File: config.mk
export PLATFORM = sky130hd
export DESIGN_NAME = finv_nr_flat
export DESIGN_NICKNAME = d
export VERILOG_FILES = /design/src/rtl/finv_nr_if.sv /design/src/rtl/finv_nr.sv /design/src/flat_wrapper.sv
export SDC_FILE = /design/constraint.sdc
export NUM_CORES = 2
export LEC_CHECK = 0
export CORE_MARGIN = 10
export CORE_UTILIZATION = 65
export CTS_BUF_LIST = sky130_fd_sc_hd__clkbuf_16
export DETAILED_ROUTE_END_ITERATION = 16
export DONT_BUFFER_PORTS = 1
export GPL_ROUTABILITY_DRIVEN = 0
export PLACE_DENSITY = 0.85
export RECOVER_POWER = 100
export SKIP_LAST_GASP = 1
export SLEW_MARGIN = 20
export SYNTH_ARGS = -nofsm -noshare
export SYNTH_HDL_FRONTEND = slang
export SYNTH_SLANG_ARGS = --single-unit
File: constraint.sdc
create_clock -name clk -period 9.8 [get_ports clk]
set_input_delay 1.96 -clock clk [delete_from_list [all_inputs] [get_ports clk]]
set_output_delay 1.96 -clock clk [all_outputs]
set_load 0.01 [all_outputs]
File: src/rtl/finv_nr_if.sv
// Operand/result handshake bundle for finv_nr.
//   in_valid/in_ready/x      : operand channel (master drives x and in_valid)
//   out_valid/out_ready/y    : result channel (master drives out_ready)
// master = the requester (FPU sequencer or bench), slave = the finv_nr unit.
interface finv_nr_if;
  logic        in_valid;
  logic        in_ready;
  logic [31:0] x;
  logic        out_valid;
  logic        out_ready;
  logic [31:0] y;

  modport master (
    output in_valid,
    output x,
    output out_ready,
    input  in_ready,
    input  out_valid,
    input  y
  );

  modport slave (
    input  in_valid,
    input  x,
    input  out_ready,
    output in_ready,
    output out_valid,
    output y
  );
endinterface

File: src/rtl/finv_nr.sv
// Iterative single-precision reciprocal: a LUT seed on the leading mantissa
// bits refined by ITERS Newton-Raphson steps y' = y*(2 - x*y) in fixed point,
// with IEEE special cases and exponent flush. One operation in flight.
// Ports:
//   clk  - rising-edge clock
//   rst  - asynchronous active-high reset
//   bus  - finv_nr_if.slave: in_valid/in_ready/x operand, out_valid/out_ready/y result
module finv_nr #(
  parameter int unsigned LUT_BITS = 6,
  parameter int unsigned ITERS    = 2,
  parameter int unsigned FRAC     = 28
) (
  input  logic     clk,
  input  logic     rst,
  finv_nr_if.slave bus
);
  localparam int unsigned YW   = FRAC + 2;      // Q2.FRAC storage
  localparam int unsigned NLUT = 1 << LUT_BITS;

  typedef logic [YW-1:0] yfix_t;
  typedef enum logic [2:0] {IDLE, SEED, MULA, MULB, PACK, DONE} state_t;
  typedef enum logic [1:0] {C_NORM, C_SUB, C_INF, C_NAN} cls_t;

  localparam yfix_t TWO = {2'b10, {FRAC{1'b0}}};

  // Reciprocal of the interval midpoint 1 + (2i+1)/2^(LUT_BITS+1), in Q1.FRAC.
  function automatic yfix_t seed_of(input int i);
    logic [63:0] num;
    logic [63:0] den;
    num = 64'd1 << (FRAC + LUT_BITS + 1);
    den = (64'd1 << (LUT_BITS + 1)) + 64'(2 * i + 1);
    return yfix_t'(num / den);
  endfunction

  yfix_t lut [NLUT];
  for (genvar g = 0; g < NLUT; g++) begin : g_lut
    assign lut[g] = seed_of(g);
  end

  state_t        state, state_n;
  cls_t          cls;
  logic          s;
  logic [7:0]    e;
  logic [22:0]   m;
  yfix_t         yr, t, d;
  logic [2:0]    k;
  logic          rdy_q, ov_q;
  logic [31:0]   y_q, res;
  logic [YW+23:0]  pa;
  logic [2*YW-1:0] pb;
  logic          accept, take, ld_seed, do_mula, do_mulb, do_pack;

  assign bus.in_ready  = rdy_q;
  assign bus.out_valid = ov_q;
  assign bus.y         = y_q;

  // State register
  always_ff @(posedge clk or posedge rst) begin
    if (rst) state <= IDLE;
    else     state <= state_n;
  end

  // Next-state logic
  always_comb begin
    state_n = state;
    case (state)
      IDLE:    if (accept) state_n = SEED;
      SEED:    state_n = (ITERS == 0) ? PACK : MULA;
      MULA:    state_n = MULB;
      MULB:    state_n = (k + 3'd1 == 3'(ITERS)) ? PACK : MULA;
      PACK:    state_n = DONE;
      DONE:    if (take) state_n = IDLE;
      default: state_n = IDLE;
    endcase
  end

  // Control decode
  always_comb begin
    accept  = 1'b0;
    take    = 1'b0;
    ld_seed = 1'b0;
    do_mula = 1'b0;
    do_mulb = 1'b0;
    do_pack = 1'b0;
    case (state)
      IDLE:    accept  = rdy_q & bus.in_valid;
      SEED:    ld_seed = 1'b1;
      MULA:    do_mula = 1'b1;
      MULB:    do_mulb = 1'b1;
      PACK:    do_pack = 1'b1;
      DONE:    take    = bus.out_ready;
      default: ;
    endcase
  end

  // t = X*y with X = {1,m} in Q1.23; y*(2-t) back to Q1.FRAC
  assign pa = {{YW{1'b0}}, 1'b1, m} * {24'd0, yr};
  assign d  = TWO - t;
  assign pb = {{YW{1'b0}}, yr} * {{YW{1'b0}}, d};

  // Result packing; the arithmetic result is only used for normal non-power-of-two operands.
  always_comb begin
    res = '0;
    case (cls)
      C_SUB: res = {s, 8'hFF, 23'd0};
      C_INF: res = {s, 31'd0};
      C_NAN: res = 32'h7FC0_0000;
      default: begin
        if (m == '0) begin
          if (e != 8'd254) res = {s, 8'd254 - e, 23'd0};
          else             res = {s, 31'd0};
        end else if (e < 8'd253) begin
          // y should sit in (0.5,1); clamp if truncation ever pushes it to an edge
          if (yr[FRAC])        res = {s, 8'd253 - e, {23{1'b1}}};
          else if (!yr[FRAC-1]) res = {s, 8'd253 - e, 23'd0};
          else                 res = {s, 8'd253 - e, yr[FRAC-2 -: 23]};
        end else begin
          res = {s, 31'd0};
        end
      end
    endcase
  end

  // Datapath and registered outputs
  always_ff @(posedge clk or posedge rst) begin
    if (rst) begin
      s     <= 1'b0;
      e     <= '0;
      m     <= '0;
      cls   <= C_NORM;
      yr    <= '0;
      t     <= '0;
      k     <= '0;
      rdy_q <= 1'b0;
      ov_q  <= 1'b0;
      y_q   <= '0;
    end else begin
      // in_ready stays low for the first cycle after reset, then tracks IDLE
      rdy_q <= (state_n == IDLE);
      if (accept) begin
        s <= bus.x[31];
        e <= bus.x[30:23];
        m <= bus.x[22:0];
        if (bus.x[30:23] == 8'h00)      cls <= C_SUB;
        else if (bus.x[30:23] == 8'hFF) cls <= (bus.x[22:0] == '0) ? C_INF : C_NAN;
        else                            cls <= C_NORM;
      end
      if (ld_seed) begin
        yr <= lut[m[22 -: LUT_BITS]];
        k  <= '0;
      end
      if (do_mula) t <= yfix_t'(pa >> 23);
      if (do_mulb) begin
        yr <= yfix_t'(pb >> FRAC);
        k  <= k + 3'd1;
      end
      if (do_pack) begin
        y_q  <= res;
        ov_q <= 1'b1;
      end
      if (take) ov_q <= 1'b0;
    end
  end
endmodule
File: src/flat_wrapper.sv
// flat-port wrapper written by rule: the top's interface ports become plain ports
module finv_nr_flat 
#(
  parameter int unsigned LUT_BITS = 6,
  parameter int unsigned ITERS    = 2,
  parameter int unsigned FRAC     = 28
)
  (clk, rst, bus_in_valid, bus_x, bus_out_ready, bus_in_ready, bus_out_valid, bus_y);
  finv_nr_if bus_i ();
  input  logic clk;
  input  logic rst;
  input wire logic [$bits(bus_i.in_valid)-1:0] bus_in_valid;
  input wire logic [$bits(bus_i.x)-1:0] bus_x;
  input wire logic [$bits(bus_i.out_ready)-1:0] bus_out_ready;
  output wire logic [$bits(bus_i.in_ready)-1:0] bus_in_ready;
  output wire logic [$bits(bus_i.out_valid)-1:0] bus_out_valid;
  output wire logic [$bits(bus_i.y)-1:0] bus_y;
  assign bus_i.in_valid = bus_in_valid;
  assign bus_i.x = bus_x;
  assign bus_i.out_ready = bus_out_ready;
  assign bus_in_ready = bus_i.in_ready;
  assign bus_out_valid = bus_i.out_valid;
  assign bus_y = bus_i.y;
  finv_nr #(.LUT_BITS(LUT_BITS), .ITERS(ITERS), .FRAC(FRAC)) u_core (.clk(clk), .rst(rst), .bus(bus_i));
endmodule
==> results.json <==
{
  "cts_tree": "done",
  "finalMaxSlewViolations": 312,
  "crit_path_frequent_cell": "fa_1",
  "hp-class": "flop to flop",
  "drt_first_iter_violations": 5313,
  "htreeDepth": 4,
  "fmax_mhz": 105,
  "drt_wl_total_microns": 169000,
  "vias_per_cell": 6.12,
  "synthMuxAreaShare": 0.00703,
  "rsz0062_at_grt": "yes",
  "syn_to_final_growth_pct": 3.28,
  "synthXorXnorAreaFrac": 0.0148,
  "cp-start-kind": "flop",
  "outcome": "finished, violations left",
  "synth_edf_count": 0,
  "nFillCells": 6638,
  "finClkSkew_ns": 0.0128,
  "nNetsFinal": 8385,
  "clockBufferDepth": 2,
  "vias": 47300,
  "cpMaxStageDelayCell": "fa_1",
  "wl_met1_microns": 55900,
  "synth_area_sq_mm": 0.0594,
  "coreArea_sq_mm": 0.0903,
  "dr.pass1.iters": 10,
  "rows": 110,
  "synth_top_family_by_area": "adder cells",
  "cts_inserted_buffers": 17,
  "final_layout_size_suffix_gt1_frac": 0.0446,
  "fin_crit_sh": 0.974,
  "grt_pass1_vias": 52300,
  "maxSlewHeadroom": -1.13,
  "failed_checks": "max-capacitance violations, max-slew violations",
  "period_needed_ns": 9.54,
  "grt_remaining_overflow": 0,
  "initial_core_util": 0.658,
  "layoutNonFillerInstCount": 7727,
  "synth.most_common_cell": "inv_1",
  "grt_usage": 0.337,
  "cts.sink_count": 134,
  "arrival_ns": 9.87,
  "max_stage_delay_ns": 0.61,
  "cp-end-kind": "flop",
  "clkTransAtPathRegs_ns": 0.07,
  "worstSkewPairLatency_ns": 0.45,
  "yosysSeqAreaShare": 0.0564,
  "dieWidth_microns": 322,
  "yosysTopAreaCellShare": 0.468,
  "synth_nets": 8658,
  "synth_compound_area_frac": 0.0651,
  "setup_violations": 0,
  "met2WireLength_microns": 78000,
  "worst_pin_slew_ns": 3.20,
  "ioPinCount": 70,
  "finalHoldViolations": 0,
  "maxCapViolations": 7,
  "wl_met3_microns": 22500,
  "cts_hold_buf": 0,
  "dieArea_sq_mm": 0.104,
  "yosysWarnings": 0,
  "required_ns": 10.13,
  "io_buffers": 0,
  "yosys-top-cells-area": "fa_1 (47%), inv_1 (9.6%), ha_1 (8.9%), and2_1 (7.5%), nand2_1 (6.8%)",
  "synth_cell_types": 76,
  "remaining_drc_errors": 0,
  "grt_max_degree": 121,
  "synthSimpleGateAreaFrac": 0.175,
  "dpl.cell_count": 7689,
  "ys_top_cells_by_count": "inv_1 (1521), fa_1 (1390), nand2_1 (1072)",
  "synthAdderAreaFrac": 0.558,
  "async_flop_share": 1.00,
  "dpl.hpwl_microns": 129000,
  "die_h_microns": 322,
  "ant_nets": 0,
  "syn_inst": 6808,
  "synth_top_area_cell": "fa_1",
  "path_class": "flop to flop",
  "worstPathMaxFanout": 9,
  "antenna_found_initial": 4,
  "synth_area_per_cell_sq_um": 8.73,
  "grt_pass1_wl_microns": 276000,
  "cts_root_buffer": "clkbuf_16",
  "dr.max_layer_used": "met5",
  "ys_ff_latch": 134,
  "synth_ff_type": "dfrtp_1",
  "post_drt_wl_per_cell_microns": 21.9
}
## state kept, by name (all words and copies together) (netlist names)
register,cells
u_core.k,3
u_core.m,23
u_core.state,3
u_core.s,1
u_core.bus.y,32
u_core.cls,2
u_core.yr,30
u_core.bus.in_ready,1
u_core.e,8
u_core.bus.out_valid,1
u_core.t,30
## area by class of cell
class                      count  area [sq um]  share of cell area
antenna                        3          7.51            0.000122
clock buffer                  17           425             0.00693
clock inverter                15           155             0.00253
inverter                    1522          5710              0.0931
multi-input combinational   4710         49000               0.799
sequential                   134          3400              0.0553
tap                         1176          1470              0.0240
timing repair buffer         150          1170              0.0191
## metrics by stage
| step | TNS [ns] | util | area [sq um] | setup WS, ns | hold slack, ns |
|---|---|---|---|---|---|
| 2_1_floorplan | 0 | - | 59400 | 0.981 | 0.450 |
| 3_3_place_gp | 0 | 0.672 | 60700 | 0.417 | 0.503 |
| 3_5_place_dp | 0 | 0.672 | 60700 | 0.175 | 0.496 |
| 4_1_cts | 0 | 0.678 | 61300 | 0.124 | 0.511 |
| 5_1_grt | -0.0396 | 0.680 | 61400 | -0.0225 | 0.564 |
| 6_report | 0 | 0.680 | 61400 | 0.256 | 0.508 |
## layout by cell type (no fill, tap or decap), types with 52 or more instances in the layout
cell type and n:
and2_1 714, ha_1 424, inv_1 1521, buf_4 136, nor2_1 103, nand2_1 1072, dfrtp_1 102, a21o_1 52
fa_1 1390, a21oi_1 164, o21ai_0 192
## path summary, 6_finish.rpt
check	end	slack [ns]	from	cells after the start
max	u_core.yr[13]	0.26	u_core.t[15]	30
min	u_core.t[10]	0.51	u_core.t[10]	2
max reg2reg	u_core.yr[13]	0.26	u_core.t[15]	30
min reg2reg	u_core.t[10]	0.51	u_core.t[10]	2
max in group asynchronous	u_core.yr[1]	2.65	rst	3
min in group asynchronous	u_core.bus.y[29]	2.09	rst	1
## metal layers
layer,GRT usage,vias up
met5,0,-
met4,0.201,6
met3,0.0997,928
met2,0.537,3253
met1,0.405,23500
li1,-,19600
## cells by family after synthesis
kind of cell | count (synthesis)
simple gates | 2135
mux | 37
fa+ha+maj | 1814
buf+inv | 1964
flops | 134
compound gates | 625
xor+xnor | 99
## worst max-delay path, delay by kind of cell, from the launching register on
family                   cells  cell delay (ns)
adder cells (fa/ha/maj)      9             4.31
AND/OR/NAND/NOR              9             2.23
AO/OA/AOI/OAI                4             1.13
buffers and inverters        6             0.82
XOR/XNOR                     2             0.54
flip-flops                   1             0.37
## repair_timing
item | 4_1_cts | 5_1_grt
buffers inserted | 0 | 2
endpoints found under the setup margin | 0 | 18
endpoints found under the hold margin | 0 | 0
gates resized for setup | 0 | 15
Power is not shown: default switching activity piles up to over one toggle a cycle in this logic, so the estimate is an artifact.
